## src/rtl/uart_tx_arb.sv

```systemverilog
// uart_tx_arb: round-robin arbiter feeding bytes from NREQ requesters into a
// single UART transmitter, one byte per start/ready handshake.
//
// Optional feature: define UART_TX_ARB_LOCK_EN to enable packet lock. While a
// packet is locked, only the owning requester can be granted, until it sends
// a byte with req_last set.
//
// Ports:
//   CLK        in   system clock, rising edge
//   rst_n      in   synchronous active-low reset
//   req_valid  in   [NREQ]    per-requester byte pending
//   req_data   in   [8*NREQ]  byte of requester i on bits [8i+7:8i]
//   req_last   in   [NREQ]    last byte of a packet (lock build only)
//   req_ready  out  [NREQ]    one-cycle accept pulse to the granted requester
//   tx_data    out  [8]       byte to the transmitter
//   tx_start   out            one-cycle start strobe to the transmitter
//   tx_ready   in             transmitter idle
//   grant_id   out  [IDW]     owner of the current/last byte
//   busy       out            high whenever the FSM is not in ARB
module uart_tx_arb #(
  parameter int unsigned NREQ = 4,
  parameter int unsigned IDW  = 2
) (
  input  logic              CLK,
  input  logic              rst_n,
  input  logic [NREQ-1:0]   req_valid,
  input  logic [8*NREQ-1:0] req_data,
  input  logic [NREQ-1:0]   req_last,
  output logic [NREQ-1:0]   req_ready,
  output logic [7:0]        tx_data,
  output logic              tx_start,
  input  logic              tx_ready,
  output logic [IDW-1:0]    grant_id,
  output logic              busy
);

  typedef enum logic [1:0] {
    ST_ARB     = 2'd0,
    ST_ISSUE   = 2'd1,
    ST_WAIT_LO = 2'd2,
    ST_WAIT_HI = 2'd3
  } state_e;

  state_e          state_q;
  logic [7:0]      tx_data_q;
  logic [IDW-1:0]  grant_q;
  logic [IDW-1:0]  last_q;
  logic            tx_start_q;
  logic [NREQ-1:0] req_ready_q;
  logic            busy_q;

  logic            win_found;
  logic [IDW-1:0]  win_idx;
  int unsigned     cand;
  logic [NREQ-1:0] vshift;
  logic [7:0]      tx_data_d;
  logic [NREQ-1:0] req_ready_d;

`ifdef UART_TX_ARB_LOCK_EN
  logic            lock_q;
  logic            lock_d;
  logic [NREQ-1:0] lshift;
`else
  // req_last has no function without packet lock
  logic            unused_last;
  assign unused_last = ^req_last;
`endif

  // Round-robin winner: scan from last_q+1 upward with wrap-around
  always_comb begin
    win_found = 1'b0;
    win_idx   = '0;
    cand      = 0;
    vshift    = '0;
    for (int unsigned off = 1; off <= NREQ; off++) begin
      cand = 32'(last_q) + off;
      if (cand >= NREQ) cand = cand - NREQ;
      vshift = req_valid >> cand;
      if (!win_found && vshift[0]) begin
        win_found = 1'b1;
        win_idx   = IDW'(cand);
      end
    end
`ifdef UART_TX_ARB_LOCK_EN
    // A locked packet owner is the only candidate, even when it is not valid
    if (lock_q) begin
      vshift    = req_valid >> grant_q;
      win_found = vshift[0];
      win_idx   = grant_q;
    end
`endif
  end

  // Winner's byte, accept pulse and (lock build) new lock state
  always_comb begin
    tx_data_d   = 8'(req_data >> {win_idx, 3'b000});
    req_ready_d = {{(NREQ-1){1'b0}}, 1'b1} << win_idx;
`ifdef UART_TX_ARB_LOCK_EN
    lshift = req_last >> win_idx;
    lock_d = ~lshift[0];
`endif
  end

  // Control FSM; strobes default low so they exist only in ISSUE
  always_ff @(posedge CLK) begin
    if (!rst_n) begin
      state_q     <= ST_ARB;
      tx_data_q   <= 8'h00;
      grant_q     <= '0;
      last_q      <= IDW'(NREQ - 1);
      tx_start_q  <= 1'b0;
      req_ready_q <= '0;
      busy_q      <= 1'b0;
`ifdef UART_TX_ARB_LOCK_EN
      lock_q      <= 1'b0;
`endif
    end else begin
      tx_start_q  <= 1'b0;
      req_ready_q <= '0;
      case (state_q)
        ST_ARB: begin
          if (tx_ready && win_found) begin
            state_q     <= ST_ISSUE;
            tx_data_q   <= tx_data_d;
            grant_q     <= win_idx;
            last_q      <= win_idx;
            tx_start_q  <= 1'b1;
            req_ready_q <= req_ready_d;
            busy_q      <= 1'b1;
`ifdef UART_TX_ARB_LOCK_EN
            lock_q      <= lock_d;
`endif
          end
        end
        ST_ISSUE: begin
          state_q <= ST_WAIT_LO;
        end
        ST_WAIT_LO: begin
          if (!tx_ready) state_q <= ST_WAIT_HI;
        end
        ST_WAIT_HI: begin
          if (tx_ready) begin
            state_q <= ST_ARB;
            busy_q  <= 1'b0;
          end
        end
        default: begin
          state_q <= ST_ARB;
          busy_q  <= 1'b0;
        end
      endcase
    end
  end

  assign req_ready = req_ready_q;
  assign tx_data   = tx_data_q;
  assign tx_start  = tx_start_q;
  assign grant_id  = grant_q;
  assign busy      = busy_q;

endmodule

```

## config.mk

```make
export PLATFORM = sky130hd
export DESIGN_NAME = uart_tx_arb
export DESIGN_NICKNAME = d
export VERILOG_FILES = /design/src/rtl/uart_tx_arb.sv
export SDC_FILE = /design/constraint.sdc
export NUM_CORES = 1
export LEC_CHECK = 0
export CAP_MARGIN = 20
export CORE_AREA = 2 2 76 78
export DETAILED_ROUTE_END_ITERATION = 7
export DIE_AREA = 0 0 78 80
export PLACE_DENSITY = 0.58
export SYNTH_ARGS = -nofsm -noshare
export SYNTH_HDL_FRONTEND = slang
export SYNTH_SLANG_ARGS = --single-unit
```

## constraint.sdc

```tcl
create_clock -name CLK -period 3 [get_ports CLK]
set_input_delay 0.3 -clock CLK [delete_from_list [all_inputs] [get_ports CLK]]
set_output_delay 0.3 -clock CLK [all_outputs]
set_load 0.02 [all_outputs]
```

==> flow_summary.ini <==
[outcome]
status = finished clean

[route]
drt-total-wl_um = 4019
drt-vias-per-instance = 4.912
wl_met2_um = 1702
drt-initial-drc-count = 90
firstDrtPassIters = 4
route.met3.wl_um = 260
num_vias = 1449
met1Wirelength_um = 2055
ant_nets = 0
drc = 0
wl_per_cell_um = 13.62
highest_layer = met3

[clock_tree]
cts.sinks = 20
clockRootBuffer = clkbuf_8
ctsHtreeMaxLevel = 1
clk_pin_slew_worst_paths_ns = 0.08
cts-buffers-inserted = 3
clk_path_buf_depth = 2
cts_tree = yes
cts_hold_buf = 0
clock_latency_ns = 0.26

[worst_setup_path]
path_delay_family = compound AO/OA/AOI/OAI gates
cp_slowest_cell = dfxtp_1
cp_cell_sequence = inv_1 -> ha_1 -> a21bo_2 -> o221ai_2 -> a21o_1 -> o22a_1 -> buf_4 -> mux2i_1 -> o221ai_1
critical_path_required_ns = 3.13
cp_max_fo = 21
startpoint_type = register
reg2reg_to = tx_data[4]
slowest_delay_ns = 0.47
path_buf_inv = 2
worstSetupEndpointType = register
crit_path_start = last_q[1]
r2r_cells = 9
path_class = register to register
rrSetupSlack_ns = 0.39
cp.arrival_ns = 2.74
worstReg2RegStart = last_q[1]

[grt]
grt_max_degree = 22
grt_usage = 0.1295
grt_pass1_vias = 1374
grt_overflow_total = 0
grt_pass1_wl_um = 6637
antenna_found_initial = 0

[floorplan]
die_x_um = 78
start_util = 0.2741
num_io_pins = 59
dieArea_mm2 = 0.006240
dieHeight_um = 80
rows = 27
core-area_mm2 = 0.005405

[yosys]
synth-edff-count = 0
synth_cell_types = 48
synthesis.nets = 213
avgSynthCellArea_um2 = 9.201
yosysSeqAreaShare = 0.2703
synthArstFlopShare = 0
yosysWarnings = 0
synthTopCellsByArea = dfxtp_1, ha_1, mux2i_1
syn_area_mm2 = 0.001481
synth_top_area_share = 0.2703
yosys_most_used_dff = dfxtp_1
synth-seq-cells = 20
synth_top_area_cell = dfxtp_1
netlist_instances = 161

[final_layout]
fin_cells = 295
nets = 276
drive_above_1_share = 0.1614
antennaDiodeCount = 0
num-fill-cells = 575
stdcell_area_mm2 = 0.002206
area_delta_synth_final_pct = 48.90

[run]
drv_cap = 0

[placement]
placed_area_mm2 = 0.002130
routabilityCongestion = 0.8358
placement.io_buffers = 54
dp_hpwl_um = 3016
dp.cells = 289

[timing]
period_share = 0.8712
grt_setup_unrepaired = false
maxSlewViolCount = 0
finalSetupTns_ns = 0
worst_pin_slew_ns = 0.4489
hold_violations = 0
relSlewSlack = 0.7001
setup_viol = 0
fin_skew_ns = 0.003163
min_period_ns = 2.614
max_freq_mhz = 382.6

[worst_hold_path]
min_to = grant_id[0]
min_path_type = register to register
min_from = grant_id[0]
whs_path_depth = 2

[power_and_ir_drop]
p_per_area_mw_per_mm2 = 1105
peakVddDrop_v = 0.0005049
leakage_nw = 0.8491
[what timing repair did]
| item | in CTS | in global routing |
|---|---|---|
| setup buffers | 0 | 2 |
| hold endpoints to repair | 0 | 0 |
| gates resized for setup | 0 | 1 |
| setup endpoints to repair | 0 | 2 |
[layer usage]
metal,track usage,vias up
met3,0.04072,0
met2,0.2000,44
li1,-,743
met4,0.007018,0
met5,0,-
met1,0.1847,662
[cell usage after synthesis (all sizes together) (2+ instances only)]
| cell | n |
|---|---|
| nor2b | 7 |
| o2111ai | 3 |
| nor3 | 3 |
| and3 | 3 |
| inv | 7 |
| dfxtp | 20 |
| nor2 | 7 |
| buf | 4 |
| a211oi | 8 |
| mux2 | 2 |
| nor4 | 2 |
| nand2 | 6 |
| a21oi | 5 |
| o21ai | 12 |
| o311ai | 2 |
| o211ai | 6 |
| or3 | 4 |
| ha | 9 |
| a31o | 2 |
| nand3 | 7 |
| o221ai | 6 |
| or2 | 4 |
| clkbuf | 2 |
| a21o | 3 |
| mux2i | 11 |
[worst register-to-register path: stages (launching register included)]
cell,delay (ns)
dfxtp_1,0.47
inv_1,0.10
ha_1,0.37
a21bo_2,0.27
o221ai_2,0.28
a21o_1,0.22
o22a_1,0.15
buf_4,0.25
mux2i_1,0.25
o221ai_1,0.13
[state kept, by name, indices dropped and copies added, names as in the netlist]
name / cells
req_ready: 4
tx_data: 8
tx_start: 1
grant_id: 2
state_q: 2
busy: 1
last_q: 2
[how the worst max path moves through the flow]
stage                 end  depth (start not counted)
5_1_grt        tx_data[4]                          9
6_report       tx_data[4]                          9
2_1_floorplan  tx_data[1]                          9
4_1_cts        tx_data[5]                          8
3_5_place_dp   tx_data[4]                          7
3_3_place_gp   tx_data[3]                          7
[cell type report]
| type | instances | area, µm² | area share |
|---|---|---|---|
| clock buffer | 4 | 55.05 | 0.02496 |
| timing repair buffer | 64 | 615.6 | 0.2791 |
| tap | 72 | 90.09 | 0.04084 |
| multi-input combinational | 127 | 1015 | 0.4600 |
| sequential | 20 | 400.4 | 0.1815 |
| inverter | 8 | 30.03 | 0.01361 |
[power breakdown]
part / switching [mW] / internal, mW / total (mW)
sequential: 0.0614 / 0.362 / 0.424
clock: 0.0899 / 0.117 / 0.207
combinational: 0.969 / 0.837 / 1.81
total: 1.12 / 1.32 / 2.44
[per-stage QoR]
| step | setup WS [ns] | utilization | hold WS, ns | power (mW) |
|---|---|---|---|---|
| after floorplan | 0.4223 | - | 0.4518 | 1.703 |
| after global placement | 0.2529 | 0.3940 | 0.4682 | 2.173 |
| after detailed placement | 0.2932 | 0.3940 | 0.4693 | 2.179 |
| after CTS | 0.2581 | 0.4042 | 0.4805 | 2.392 |
| after global routing | 0.1443 | 0.4081 | 0.5014 | 2.651 |
| final | 0.3863 | 0.4081 | 0.4800 | 2.437 |
[placed cells by master (no fill, tap or decap), drive strengths merged, types with 4 or more instances in the layout]
cell            n
clkdlybuf4s50  54
dfxtp          20
o21ai          12
mux2i          11
buf            10
ha              9
a211oi          8
inv             7
nor2b           7
nor2            7
nand3           7
nand2           6
o211ai          6
o221ai          6
a21oi           5
or3             4
clkbuf          4
or2             4
[cells by family after synthesis]
logic type,Yosys count,share of synthesized area
buf+inv,14,0.04899
mux,14,0.1149
flops,20,0.2703
fa+ha+maj,9,0.07601
compound gates,56,0.2965
simple gates,48,0.1934
Power figures use the tool's default switching activity.
